**src/rtl/corefifo_pkg.sv**
```systemverilog
// Shared types and helpers for the async FIFO pointer-crossing logic.
// Latency: n/a (constants and pure functions only).
// Backpressure: n/a.
package corefifo_pkg;

   // Default address width; pointers carry one extra wrap bit.
   localparam int DEF_ADDRWIDTH = 3;
   localparam int PTRW          = DEF_ADDRWIDTH + 1;

   // Widest pointer the helpers handle. Narrower values are zero-extended.
   // Leading zeros leave both Gray and binary encodings unchanged, so the
   // helpers need no width argument.
   localparam int MAXW = 16;

   // Gray to binary: each binary bit is the XOR of all Gray bits at or above it.
   function automatic logic [MAXW-1:0] gray2bin(input logic [MAXW-1:0] g);
      logic [MAXW-1:0] b;
      b[MAXW-1] = g[MAXW-1];
      for (int i = MAXW - 1; i > 0; i--) begin
         b[i-1] = b[i] ^ g[i-1];
      end
      return b;
   endfunction

   // Binary to Gray: adjacent binary values differ in exactly one Gray bit.
   function automatic logic [MAXW-1:0] bin2gray(input logic [MAXW-1:0] b);
      return b ^ (b >> 1);
   endfunction

   // True when more than one bit is set. Clearing the lowest set bit leaves
   // a non-zero value only if a second bit was set.
   function automatic logic popcount_gt1(input logic [MAXW-1:0] x);
      return (x & (x - MAXW'(1))) != '0;
   endfunction

endpackage

```
**src/rtl/corefifo_gray2bin_comb.sv**
```systemverilog
// Combinational Gray-to-binary converter for one pointer.
// Latency: zero cycles (pure combinational).
// Backpressure: none; output follows input continuously.
module corefifo_gray2bin_comb
   import corefifo_pkg::*;
#(
   parameter int W = PTRW
) (
   input  logic [W-1:0] gray,
   output logic [W-1:0] bin
);

   logic [MAXW-1:0] bin_full;
   logic            unused_hi;

   // The package converter runs at its full width; the zero-extended top
   // bits always decode to zero and are dropped.
   assign bin_full  = gray2bin(MAXW'(gray));
   assign bin       = bin_full[W-1:0];
   assign unused_hi = ^bin_full[MAXW-1:W];

   generate
      if (W < 1 || W >= MAXW) begin : g_bad_width
         $error("corefifo_gray2bin_comb: W must be in 1..MAXW-1");
      end
   endgenerate

endmodule

```
**src/rtl/corefifo_gray_ptr_sync.sv**
```systemverilog
// Syncs a remote Gray pointer into clk, converts it to binary, and derives level and flags.
// Latency: remote change SYNC_STAGES+1 edges to outputs; local pointer change one edge.
// Backpressure: none; flags and level are the backpressure for the FIFO ports.
module corefifo_gray_ptr_sync
   import corefifo_pkg::*;
#(
   parameter int ADDRWIDTH   = DEF_ADDRWIDTH,
   parameter int SYNC_STAGES = 2,
   parameter int AFULL_TH    = 6,
   parameter int AEMPTY_TH   = 1,
   parameter int CHECK_GRAY  = 1
) (
   input  logic                 clk,
   input  logic                 rst_n,
   input  logic [ADDRWIDTH:0]   gray_in,
   input  logic [ADDRWIDTH:0]   ptr_local,
   input  logic                 err_clr,
   output logic [ADDRWIDTH:0]   bin_out,
   output logic                 ptr_upd,
   output logic [ADDRWIDTH:0]   level,
   output logic                 empty,
   output logic                 aempty,
   output logic                 full,
   output logic                 afull,
   output logic                 gray_err
);

   localparam int PW = ADDRWIDTH + 1;

   localparam logic [PW-1:0] AFULL_V    = PW'(AFULL_TH);
   localparam logic [PW-1:0] AEMPTY_V   = PW'(AEMPTY_TH);
   // Flag values for a level of zero, used as reset values.
   localparam logic          AFULL_RST  = (AFULL_TH <= 0);
   localparam logic          AEMPTY_RST = (AEMPTY_TH >= 0);

   // Elaboration-time sanity of the configuration.
   generate
      if (SYNC_STAGES < 2 || SYNC_STAGES > 4) begin : g_bad_sync
         $error("corefifo_gray_ptr_sync: SYNC_STAGES must be 2..4");
      end
      if (AEMPTY_TH >= AFULL_TH) begin : g_bad_th_order
         $error("corefifo_gray_ptr_sync: AEMPTY_TH must be below AFULL_TH");
      end
      if (AFULL_TH > (1 << ADDRWIDTH)) begin : g_bad_afull
         $error("corefifo_gray_ptr_sync: AFULL_TH exceeds FIFO depth");
      end
   endgenerate

   // Synchroniser chain: plain flop-to-flop, nothing between stages so each
   // stage gets a full cycle to resolve metastability.
   generate
      for (genvar i = 0; i < SYNC_STAGES; i++) begin : g_sync
         logic [PW-1:0] d;
         logic [PW-1:0] q;

         if (i == 0) begin : g_first
            assign d = gray_in;
         end else begin : g_next
            assign d = g_sync[i-1].q;
         end

         // One synchroniser stage.
         always_ff @(posedge clk or negedge rst_n) begin
            if (!rst_n) begin
               q <= '0;
            end else begin
               q <= d;
            end
         end
      end
   endgenerate

   logic [PW-1:0] g;
   logic [PW-1:0] prev_g;
   logic [PW-1:0] bin_c;
   logic [PW-1:0] lvl_c;
   logic          err_set;

   assign g = g_sync[SYNC_STAGES-1].q;

   corefifo_gray2bin_comb #(
      .W    (PW)
   ) u_gray2bin (
      .gray (g),
      .bin  (bin_c)
   );

   // Level and Gray-integrity check from the freshly converted pointer.
   // Level wraps modulo 2^PW; a value past the depth is reported, not clamped.
   always_comb begin
      lvl_c   = bin_c - ptr_local;
      err_set = 1'b0;
      if (CHECK_GRAY != 0) begin
         err_set = popcount_gt1(MAXW'(g ^ prev_g));
      end
   end

   // Registered pointer, update strobe, level and status flags.
   always_ff @(posedge clk or negedge rst_n) begin
      if (!rst_n) begin
         prev_g  <= '0;
         bin_out <= '0;
         ptr_upd <= 1'b0;
         level   <= '0;
         empty   <= 1'b1;
         aempty  <= AEMPTY_RST;
         full    <= 1'b0;
         afull   <= AFULL_RST;
      end else begin
         prev_g  <= g;
         bin_out <= bin_c;
         ptr_upd <= (bin_c != bin_out);
         level   <= lvl_c;
         empty   <= (lvl_c == '0);
         // MSB set means level >= 2^ADDRWIDTH, including illegal overfill.
         full    <= lvl_c[ADDRWIDTH];
         aempty  <= (lvl_c <= AEMPTY_V);
         afull   <= (lvl_c >= AFULL_V);
      end
   end

   // Sticky Gray error; a new error in the clearing cycle takes priority.
   always_ff @(posedge clk or negedge rst_n) begin
      if (!rst_n) begin
         gray_err <= 1'b0;
      end else if (err_set) begin
         gray_err <= 1'b1;
      end else if (err_clr) begin
         gray_err <= 1'b0;
      end
   end

endmodule

```
**config.mk**
```make
export PLATFORM = sky130hd
export DESIGN_NAME = corefifo_gray_ptr_sync
export DESIGN_NICKNAME = d
export VERILOG_FILES = /design/src/rtl/corefifo_pkg.sv /design/src/rtl/corefifo_gray2bin_comb.sv /design/src/rtl/corefifo_gray_ptr_sync.sv
export SDC_FILE = /design/constraint.sdc
export NUM_CORES = 1
export LEC_CHECK = 0
export CAP_MARGIN = 15
export CORE_MARGIN = 5
export CORE_UTILIZATION = 25
export DETAILED_ROUTE_END_ITERATION = 10
export PLACE_DENSITY = 0.56
export SKIP_LAST_GASP = 1
export SYNTH_ARGS = -nofsm -noshare
export SYNTH_HDL_FRONTEND = slang
export SYNTH_SLANG_ARGS = --single-unit
```
**constraint.sdc**
```tcl
create_clock -name clk -period 2.3 [get_ports clk]
set_input_delay 0.46 -clock clk [delete_from_list [all_inputs] [get_ports clk]]
set_output_delay 0.46 -clock clk [all_outputs]
set_load 0.01 [all_outputs]
```
==> results_dict.tcl <==
set metrics [dict create \
    max_freq_ghz 0.463 \
    power_density_nw_per_um2 767 \
    antenna_found_initial 0 \
    drt-total-wl_um 1780 \
    drc_errors 0 \
    drv_cap 0 \
    slew_violations 0 \
    synth_edf_count 0 \
    synthTopCellsByCount "dfrtp_1, inv_1, nand2_1, xnor2_1" \
    grt_pass1_vias 664 \
    syn-cell-area_um2 997 \
    clkTransAtPathRegs_ns 0.08 \
    yosysMostFrequentCell "dfrtp_1" \
    holdBufCountCts 0 \
    dr_total_vias 610 \
    tns_ns 0 \
    ant_nets 0 \
    wire_per_inst_um 11.4 \
    syn_avg_cell_area_um2 13.9 \
    gp_congestion 0.720 \
    crit_path_end_kind "flip-flop" \
    cts.sinks 24 \
    slew_headroom_pct 77.5 \
    fillCellCount 394 \
    numCtsBuffers 3 \
    drt-vias-per-instance 3.91 \
    placed_cells 149 \
    postCtsSetupBuffers 0 \
    cts_tree "yes" \
    dieArea_um2 5350 \
    cp.required_ns 2.46 \
    p_leak_nw 0.595 \
    grt_usage_pct 7.38 \
    std_cell_rows 23 \
    critPathLaunchType "flip-flop" \
    antenna_cells 0 \
    final_cells 156 \
    syn-num-nets 87 \
    grt_pass1_wl_um 2950 \
    cts_max_level 1 \
    chipHeight_um 73.2 \
    nNetsFinal 122 \
    clk_latency_ns 0.26 \
    port-buffer-count 24 \
    ys_seq_area_share_pct 60.5 \
    yosys.cell_types.count 27 \
    area_delta_synth_final_pct 39.4 \
    cts_resized 0 \
    synth_area_leaders "dfrtp_1, dfstp_2, ha_1" \
    root_buffer "clkbuf_8" \
    outcome "completed" \
    die_width_um 73.2 \
    fin_skew_ns 0.00348 \
    synth_ff_type "dfrtp_1" \
    hold_violations 0 \
    yosysTopAreaCell "dfrtp_1" \
    min_path_type "reg -> reg" \
    crit_arrival_ns 2.32 \
    period_share_pct 94.0 \
    hpwlAfterDp_um 1360 \
    clk_path_buf_depth 2 \
    min_period_ns 2.16 \
    vdd_ir_drop_max_uv 342 \
    start_util_pct 25.3 \
    netlist_instances 72 \
    ys_async_sr_fraction_pct 100 \
    drtIter0Drc 7 \
    path_class "reg -> reg" \
    cp_max_fo 4 \
    synth_top_area_share_pct 55.2 \
    coreArea_um2 3940 \
    worst_pin_slew_ns 0.336 \
    drtPass1Iterations 4 \
    pin_count 25 \
    drive_gt1_share_pct 22.6 \
    setup_viol 0 \
    overflow 0 \
    synth_seq_cells 24 \
    grt_max_degree 25 \
    rsz0062_at_grt "false" \
    yosysWarnings 0 \
]
## routing by layer
layer	up-vias	track usage, %	wire [um]
met2	13	12.0	927
li1	294	-	-
met5	-	0	0
met3	2	2.62	87
met4	0	3.69	14
met1	301	8.51	753
## critical path, cell delays in order (launching register included)
cell       delay [ns]
dfrtp_1          0.42
xnor2_2          0.15
buf_4            0.13
buf_4            0.12
xnor2_1          0.19
ha_1             0.26
nor2b_1          0.15
o21ai_4          0.13
nand3_2          0.12
a2111oi_2        0.38
## cells by family (layout without fill, tap and decap cells)
logic type,after synthesis,in the layout,share of synthesized area (%)
AO/OA/AOI/OAI,9,9,7.78
XOR/XNOR,10,10,11.8
adder cells (fa/ha/maj),5,5,6.78
buffers and inverters,10,44,4.89
flip-flops,24,24,60.5
AND/OR/NAND/NOR,14,14,8.28
## where the power goes
part	internal (mW)	switching (mW)	leakage [nW]
logic	0.178	0.134	0.301
clock network	0.124	0.129	0.0228
registers	0.479	0.0235	0.271
## placed cells by master (no fill, tap or decap), types with 2 or more instances in the layout
cell type         n
clkdlybuf4s50_1  24
dfrtp_1          22
buf_4             9
inv_1             7
xnor2_1           4
nand2_1           4
xor2_1            3
a21oi_1           3
ha_1              3
clkbuf_8          3
nor2b_1           2
nand3b_1          2
nor2_1            2
dfstp_2           2
## flip-flops by register name, summed over array words and instances (netlist names)
name,flops
aempty,1
afull,1
bin_out,4
empty,1
full,1
g,4
g_sync.q,4
gray_err,1
level,3
prev_g,3
ptr_upd,1
## path summary, 6_finish.rpt
check                               start       end  slack (ns)  cells after the start
setup / recovery                     g[3]     empty        0.14                      9
hold / removal             g_sync[0].q[0]      g[0]        0.35                      0
setup reg to reg                     g[3]     empty        0.14                      9
hold reg to reg            g_sync[0].q[0]      g[0]        0.35                      0
max in group asynchronous           rst_n    aempty        1.47                      2
min in group asynchronous           rst_n  level[0]        0.54                      2
## layout make-up
cell class                 count  area [um^2]  area share [%]
tap                           50         62.6            4.50
inverter                       7         26.3            1.89
timing repair buffer          33          308            22.1
multi-input combinational     38          345            24.8
sequential                    24          603            43.4
clock buffer                   4         45.0            3.24
## per-stage QoR
step / utilization (%) / power (mW) / cell area, um^2 / hold WS, ns / worst slack, ns
3_5_place_dp: 33.5 / 0.818 / 1320 / 0.335 / 0.0825
6_report: 35.3 / 1.07 / 1390 / 0.351 / 0.139
3_3_place_gp: 33.5 / 0.815 / 1320 / 0.333 / 0.134
5_1_grt: 35.3 / 1.13 / 1390 / 0.362 / 0.00798
4_1_cts: 34.7 / 1.08 / 1370 / 0.354 / 0.0474
2_1_floorplan: - / 0.664 / 997 / 0.164 / 0.115
No activity file was read; power rests on OpenSTA's default activity.
